### config.mk
export PLATFORM = sky130hd
export DESIGN_NAME = washer_view_scan
export DESIGN_NICKNAME = d
export VERILOG_FILES = /design/src/rtl/washer_view_scan.sv
export SDC_FILE = /design/constraint.sdc
export NUM_CORES = 1
export LEC_CHECK = 0
export ABC_AREA = 1
export BUFFER_PORTS_ARGS = -buffer_cell sky130_fd_sc_hd__buf_2
export CAP_MARGIN = 20
export CORE_ASPECT_RATIO = 1.75
export CORE_UTILIZATION = 39
export CTS_CLUSTER_DIAMETER = 60
export DETAILED_ROUTE_END_ITERATION = 7
export GPL_ROUTABILITY_DRIVEN = 0
export SLEW_MARGIN = 25
export SYNTH_ARGS = -nofsm -noshare
export SYNTH_HDL_FRONTEND = slang
export SYNTH_SLANG_ARGS = --single-unit
### constraint.sdc
create_clock -name cp -period 2.46 [get_ports cp]
set_clock_uncertainty 0.05 [all_clocks]
set_input_delay 0.369 -clock cp [delete_from_list [all_inputs] [get_ports cp]]
set_output_delay 0.369 -clock cp [all_outputs]
set_load 0.005 [all_outputs]
### src/rtl/washer_view_scan.sv
// Registered, frame-latched washer front-panel view driving a scanned seven-segment bus.
// Optional blinking of pause/error/finish indicators is compiled in with WASHER_VIEW_BLINK_EN.
module washer_view_scan #(
    parameter int DIGITS       = 3,
    parameter int LEDS         = 8,
    parameter int CODE_W       = 6,
    parameter int SCAN_DIV     = 1000,
    parameter int BLINK_FRAMES = 64
) (
    input  logic                       cp,
    input  logic                       rst_n,
    input  logic [2:0]                 state,
    input  logic [DIGITS*CODE_W-1:0]   digit_code,
    input  logic [LEDS-1:0]            led_data,
    input  logic                       power_in,
    input  logic                       set_in,
    output logic [7:0]                 seg,
    output logic [DIGITS-1:0]          dig_sel,
    output logic [LEDS-1:0]            led,
    output logic                       power_led,
    output logic                       set_led
);
    localparam int SCAN_W = (SCAN_DIV > 1) ? $clog2(SCAN_DIV) : 1;
    localparam int IDX_W  = (DIGITS > 1) ? $clog2(DIGITS) : 1;
    localparam logic [SCAN_W-1:0] SCAN_LAST = SCAN_W'(SCAN_DIV - 1);
    localparam logic [IDX_W-1:0]  IDX_LAST  = IDX_W'(DIGITS - 1);
    localparam logic [IDX_W-1:0]  IDX_MID   = IDX_W'(DIGITS / 2);

    localparam logic [2:0] ST_SHUTDOWN = 3'd0;
    localparam logic [2:0] ST_BEGIN    = 3'd1;
    localparam logic [2:0] ST_ERROR    = 3'd4;
    localparam logic [2:0] ST_PAUSE    = 3'd5;
    localparam logic [2:0] ST_FINISH   = 3'd6;

    localparam logic [CODE_W-1:0] CODE_BLANK = CODE_W'(55);
    localparam logic [CODE_W-1:0] CODE_ALL   = CODE_W'(56);
    localparam logic [CODE_W-1:0] CODE_P     = CODE_W'(57);
    localparam logic [CODE_W-1:0] CODE_E     = CODE_W'(58);

    function automatic logic [6:0] seg_decode(input logic [CODE_W-1:0] code);
        logic [6:0] glyph;
        case (code)
            CODE_W'(0): glyph = 7'h3F;
            CODE_W'(1): glyph = 7'h06;
            CODE_W'(2): glyph = 7'h5B;
            CODE_W'(3): glyph = 7'h4F;
            CODE_W'(4): glyph = 7'h66;
            CODE_W'(5): glyph = 7'h6D;
            CODE_W'(6): glyph = 7'h7D;
            CODE_W'(7): glyph = 7'h07;
            CODE_W'(8): glyph = 7'h7F;
            CODE_W'(9): glyph = 7'h6F;
            CODE_ALL:   glyph = 7'h7F;
            CODE_P:     glyph = 7'h73;
            CODE_E:     glyph = 7'h79;
            default:    glyph = 7'h00;
        endcase
        return glyph;
    endfunction

    logic [SCAN_W-1:0]        scan_cnt_r;
    logic [IDX_W-1:0]         dig_idx_r;
    logic [2:0]               sh_state_r;
    logic [DIGITS*CODE_W-1:0] sh_code_r;
    logic [LEDS-1:0]          sh_led_r;
    logic                     sh_power_r;
    logic                     sh_set_r;
    logic                     scan_last_s;
    logic                     wrap_s;
    logic                     blink_phase_s;
    logic                     is_mid_s;
    logic [CODE_W-1:0]        cur_code_s;
    logic [CODE_W-1:0]        eff_code_s;
    logic                     blank_s;
    logic [7:0]               seg_next_s;
    logic [LEDS-1:0]          led_next_s;
    logic [DIGITS-1:0]        dig_sel_next_s;

    assign scan_last_s = (scan_cnt_r == SCAN_LAST);
    assign wrap_s      = scan_last_s && (dig_idx_r == IDX_LAST);

    // Slot timer and digit index.
    always_ff @(posedge cp or negedge rst_n) begin
        if (!rst_n) begin
            scan_cnt_r <= '0;
            dig_idx_r  <= '0;
        end else if (scan_last_s) begin
            scan_cnt_r <= '0;
            dig_idx_r  <= (dig_idx_r == IDX_LAST) ? '0 : dig_idx_r + IDX_W'(1);
        end else begin
            scan_cnt_r <= scan_cnt_r + SCAN_W'(1);
        end
    end

    // Frame shadows: loaded only on the wrap edge so one frame never mixes two input sets.
    always_ff @(posedge cp or negedge rst_n) begin
        if (!rst_n) begin
            sh_state_r <= ST_SHUTDOWN;
            sh_code_r  <= '0;
            sh_led_r   <= '1;
            sh_power_r <= 1'b0;
            sh_set_r   <= 1'b0;
        end else if (wrap_s) begin
            sh_state_r <= state;
            sh_code_r  <= digit_code;
            sh_led_r   <= led_data;
            sh_power_r <= power_in;
            sh_set_r   <= set_in;
        end
    end

`ifdef WASHER_VIEW_BLINK_EN
    localparam int BLINK_W = (BLINK_FRAMES > 1) ? $clog2(BLINK_FRAMES) : 1;
    localparam logic [BLINK_W-1:0] BLINK_LAST = BLINK_W'(BLINK_FRAMES - 1);
    logic [BLINK_W-1:0] blink_cnt_r;
    logic               blink_phase_r;

    // Blink phase flips together with the shadow load, so a frame sees one phase only.
    always_ff @(posedge cp or negedge rst_n) begin
        if (!rst_n) begin
            blink_cnt_r   <= '0;
            blink_phase_r <= 1'b0;
        end else if (wrap_s) begin
            if (blink_cnt_r == BLINK_LAST) begin
                blink_cnt_r   <= '0;
                blink_phase_r <= ~blink_phase_r;
            end else begin
                blink_cnt_r <= blink_cnt_r + BLINK_W'(1);
            end
        end
    end
    assign blink_phase_s = blink_phase_r;
`else
    assign blink_phase_s = 1'b0;
`endif

    // Per-digit code override, blink gating and LED override from the shadow state.
    always_comb begin
        is_mid_s   = (dig_idx_r == IDX_MID);
        cur_code_s = sh_code_r[int'(dig_idx_r) * CODE_W +: CODE_W];
        case (sh_state_r)
            ST_SHUTDOWN:         eff_code_s = CODE_BLANK;
            ST_BEGIN, ST_FINISH: eff_code_s = CODE_ALL;
            ST_ERROR:            eff_code_s = CODE_E;
            ST_PAUSE:            eff_code_s = is_mid_s ? CODE_P : cur_code_s;
            default:             eff_code_s = cur_code_s;
        endcase
        blank_s = blink_phase_s &&
                  ((sh_state_r == ST_ERROR) || (sh_state_r == ST_FINISH) ||
                   ((sh_state_r == ST_PAUSE) && is_mid_s));
        if (blank_s) begin
            seg_next_s = 8'h00;
        end else begin
            seg_next_s = {1'b0, seg_decode(eff_code_s)};
        end
        case (sh_state_r)
            ST_SHUTDOWN: led_next_s = '1;
            ST_BEGIN:    led_next_s = '0;
            ST_FINISH:   led_next_s = '1;
            ST_PAUSE:    led_next_s = blink_phase_s ? '1 : sh_led_r;
            default:     led_next_s = sh_led_r;
        endcase
        dig_sel_next_s = ~(DIGITS'(1) << dig_idx_r);
    end

    // Output registers: one cycle behind the digit index, all outputs on the same edge.
    always_ff @(posedge cp or negedge rst_n) begin
        if (!rst_n) begin
            seg       <= 8'h00;
            dig_sel   <= '1;
            led       <= '1;
            power_led <= 1'b0;
            set_led   <= 1'b0;
        end else begin
            seg       <= seg_next_s;
            dig_sel   <= dig_sel_next_s;
            led       <= led_next_s;
            power_led <= sh_power_r;
            set_led   <= sh_set_r;
        end
    end
endmodule

==> metrics.cfg <==
[status]
status=complete, no violations

[cts]
cts_buffer_depth=2
root_buffer=clkbuf_16
cts_sinks=63
tritoncts=built
hold_buffers=0
htreeDepth=3
post_cts.repair.setup_buffers=0
worstSkewPairLatency_ns=0.33
numCtsBuffers=9
cts.repair.resized=0
clk_pin_slew_ns=0.05

[logic_synthesis]
ys_types=32
synth_nets=406
synth_top_area_share_pct=36.9
async_reset_ff_share_pct=100
seq_area_frac_synth_pct=53.6
synth_seq_cells=63
synth_flop_cell=dfrtp_1
synth_edf_count=0
yosysTopAreaCell=dfrtp_1
syn_area_mm2=0.00298
synth_most_common_cell=nand2_1
synth_area_leaders=dfrtp_1, nand2_1, dfstp_2
syn_inst=367
syn-mean-instance-area_um2=8.13
synthTopCellsByCount=nand2_1, nand3_1, dfrtp_1
yosysWarnings=0

[grt]
grt_antenna_before_repair=0
grt_first_pass_wirelength_um=10900
globalRouteTotalUtil_pct=18.2
grt-ovfl-total=0
grt_max_degree=32
grt_pass1_vias=2525

[die]
die_y_um=118
die_area_mm2=0.00802
die_w_um=68.1
rows=41
coreArea_mm2=0.00728
io_pins=54
initial_core_util_pct=41.0

[route]
vias=2479
drtPass1Iterations=4
post-route-drc-count=0
antenna_left=0
wl_per_cell_um=12.1
drt-vias-per-instance=4.80
routed_wl_um=6250
drtIter0Drc=94

[sta]
final_hold_viol_count=0
max_slew.worst_pin.slew_ns=0.619
setup_viol=0
maxSlewHeadroom_pct=58.7
fin_setup_tns_ns=0
finalCritPeriodShare_pct=79.1
fin_crit_ns=1.94
rsz0062_at_grt=false
slew_violations=0
fmax_mhz=514

[worst_setup_path]
path_cells=nor2_2 > nand2_1 > nand2_1 > nand2_1 > nand2_1 > nand2_1 > inv_1 > ha_1 > inv_1 > nand2_1 > nand3_1 > nand2_1 > nand2_1
setup.worst_path.end_class=flip-flop
cpMostUsedCell=nand2_1
cp.arrival_ns=2.16
path_max_fanout=6
cp_slowest_cell=dfrtp_1
setup.worst_path.start_class=flip-flop
cp.required_ns=2.68
critPathTopFamily=simple AND/OR/NAND/NOR gates
worstSetupPathType=flip-flop to flip-flop
cp_slowest_stage_delay_ns=0.46
cp.buffers_inverters=2

[finish]
fin_cells=516
antenna_cells=0
drive_gt1_share_pct=25.8
final_area_mm2=0.00365
nFillCells=715
synthToLayoutAreaGrowth_pct=22.2
post-route-util_pct=50.1
nNetsFinal=464

[pwr]
power.leakage_nw=1.93
irDropWorstVdd_v=0.000590
power_density_mw_per_mm2=635

[worst_hold_path]
hp-class=input port to async pin

[placed_design]
placed_area_mm2=0.00335
place_hpwl_um=4640
place_inst=500
port_buffers=52

[flow_run]
maxCapViolations=0

## state kept, by name (all words and copies together) (netlist names), 2 cells and up
| name | flops |
|---|---|
| seg | 7 |
| scan_cnt_r | 10 |
| sh_code_r | 18 |
| dig_idx_r | 2 |
| dig_sel | 3 |
| sh_led_r | 8 |
| sh_state_r | 3 |
| led | 8 |
## final timing paths
check	cells past startpoint	end	slack, ns	from
max in group asynchronous	2	dig_sel[0]$_DFF_PN1_	1.62	rst_n
min reg2reg	0	set_led$_DFF_PN0_	0.33	sh_set_r$_DFFE_PN0P_
max	13	seg[3]$_DFF_PN0_	0.52	dig_idx_r[0]$_DFFE_PN0N_
max reg2reg	13	seg[3]$_DFF_PN0_	0.52	dig_idx_r[0]$_DFFE_PN0N_
min	1	sh_state_r[0]$_DFFE_PN0P_	0.01	rst_n
min in group cp	3	sh_led_r[4]$_DFFE_PN1P_	0.21	led_data[4]
## per-layer routing
layer,up-vias,GRT usage [%],wire (µm)
met3,15,5.14,196
met4,0,9.64,198
li1,1258,-,-
met5,-,0,0
met1,1157,19.4,2520
met2,49,30.8,3330
## where the power goes
group | internal, W | switching [W]
clock network | 0.000809 | 0.000419
registers | 0.00104 | 0
logic | 0.0000199 | 0.0000282
total | 0.00187 | 0.000448
## final cells by class
class                      instances  area (µm²)  share of cell area, %
inverter                          33         124                   3.40
tap                               86         108                   2.95
clock buffer                      13         250                   6.86
timing repair buffer              59         313                   8.58
multi-input combinational        259        1210                   33.2
clock inverter                     3        42.5                   1.17
sequential                        63        1600                   43.9
## layout by cell type (no fill, tap or decap), types with 2 or more instances in the layout
cell,count
nor3_1,3
ha_1,6
nand2_1,146
a21oi_4,2
a21oi_1,5
o21ai_0,4
nand2_2,4
nand3_2,3
inv_1,26
nor3b_1,2
nand3_1,45
buf_4,7
buf_2,52
clkbuf_1,3
nor2_2,2
dfrtp_1,44
clkbuf_16,9
nor2_1,25
dfstp_2,19
inv_2,6
## metrics by stage
stage	setup WS (ns)	hold WS (ns)	power (W)
global route	0.284	0.0513	0.00240
finish	0.515	0.0101	0.00232
CTS	0.484	0.0185	0.00235
global placement	0.528	0.309	0.00111
floorplan	0.724	0.0234	0.00106
detailed placement	0.504	0.316	0.00111
## logic make-up (layout without fill, tap and decap cells)
logic type	Yosys count	count (layout)	synth area share [%]
xor gates and xnor gates	2	2	0.587
buffers and inverters	45	108	5.87
AOI/OAI and AO/OA	15	15	3.52
other	1	1	0.126
and+or+nand+nor	235	235	33.8
adders and majority gates	6	6	2.52
DFF	63	63	53.6
No activity file was read; power rests on OpenSTA's default activity.
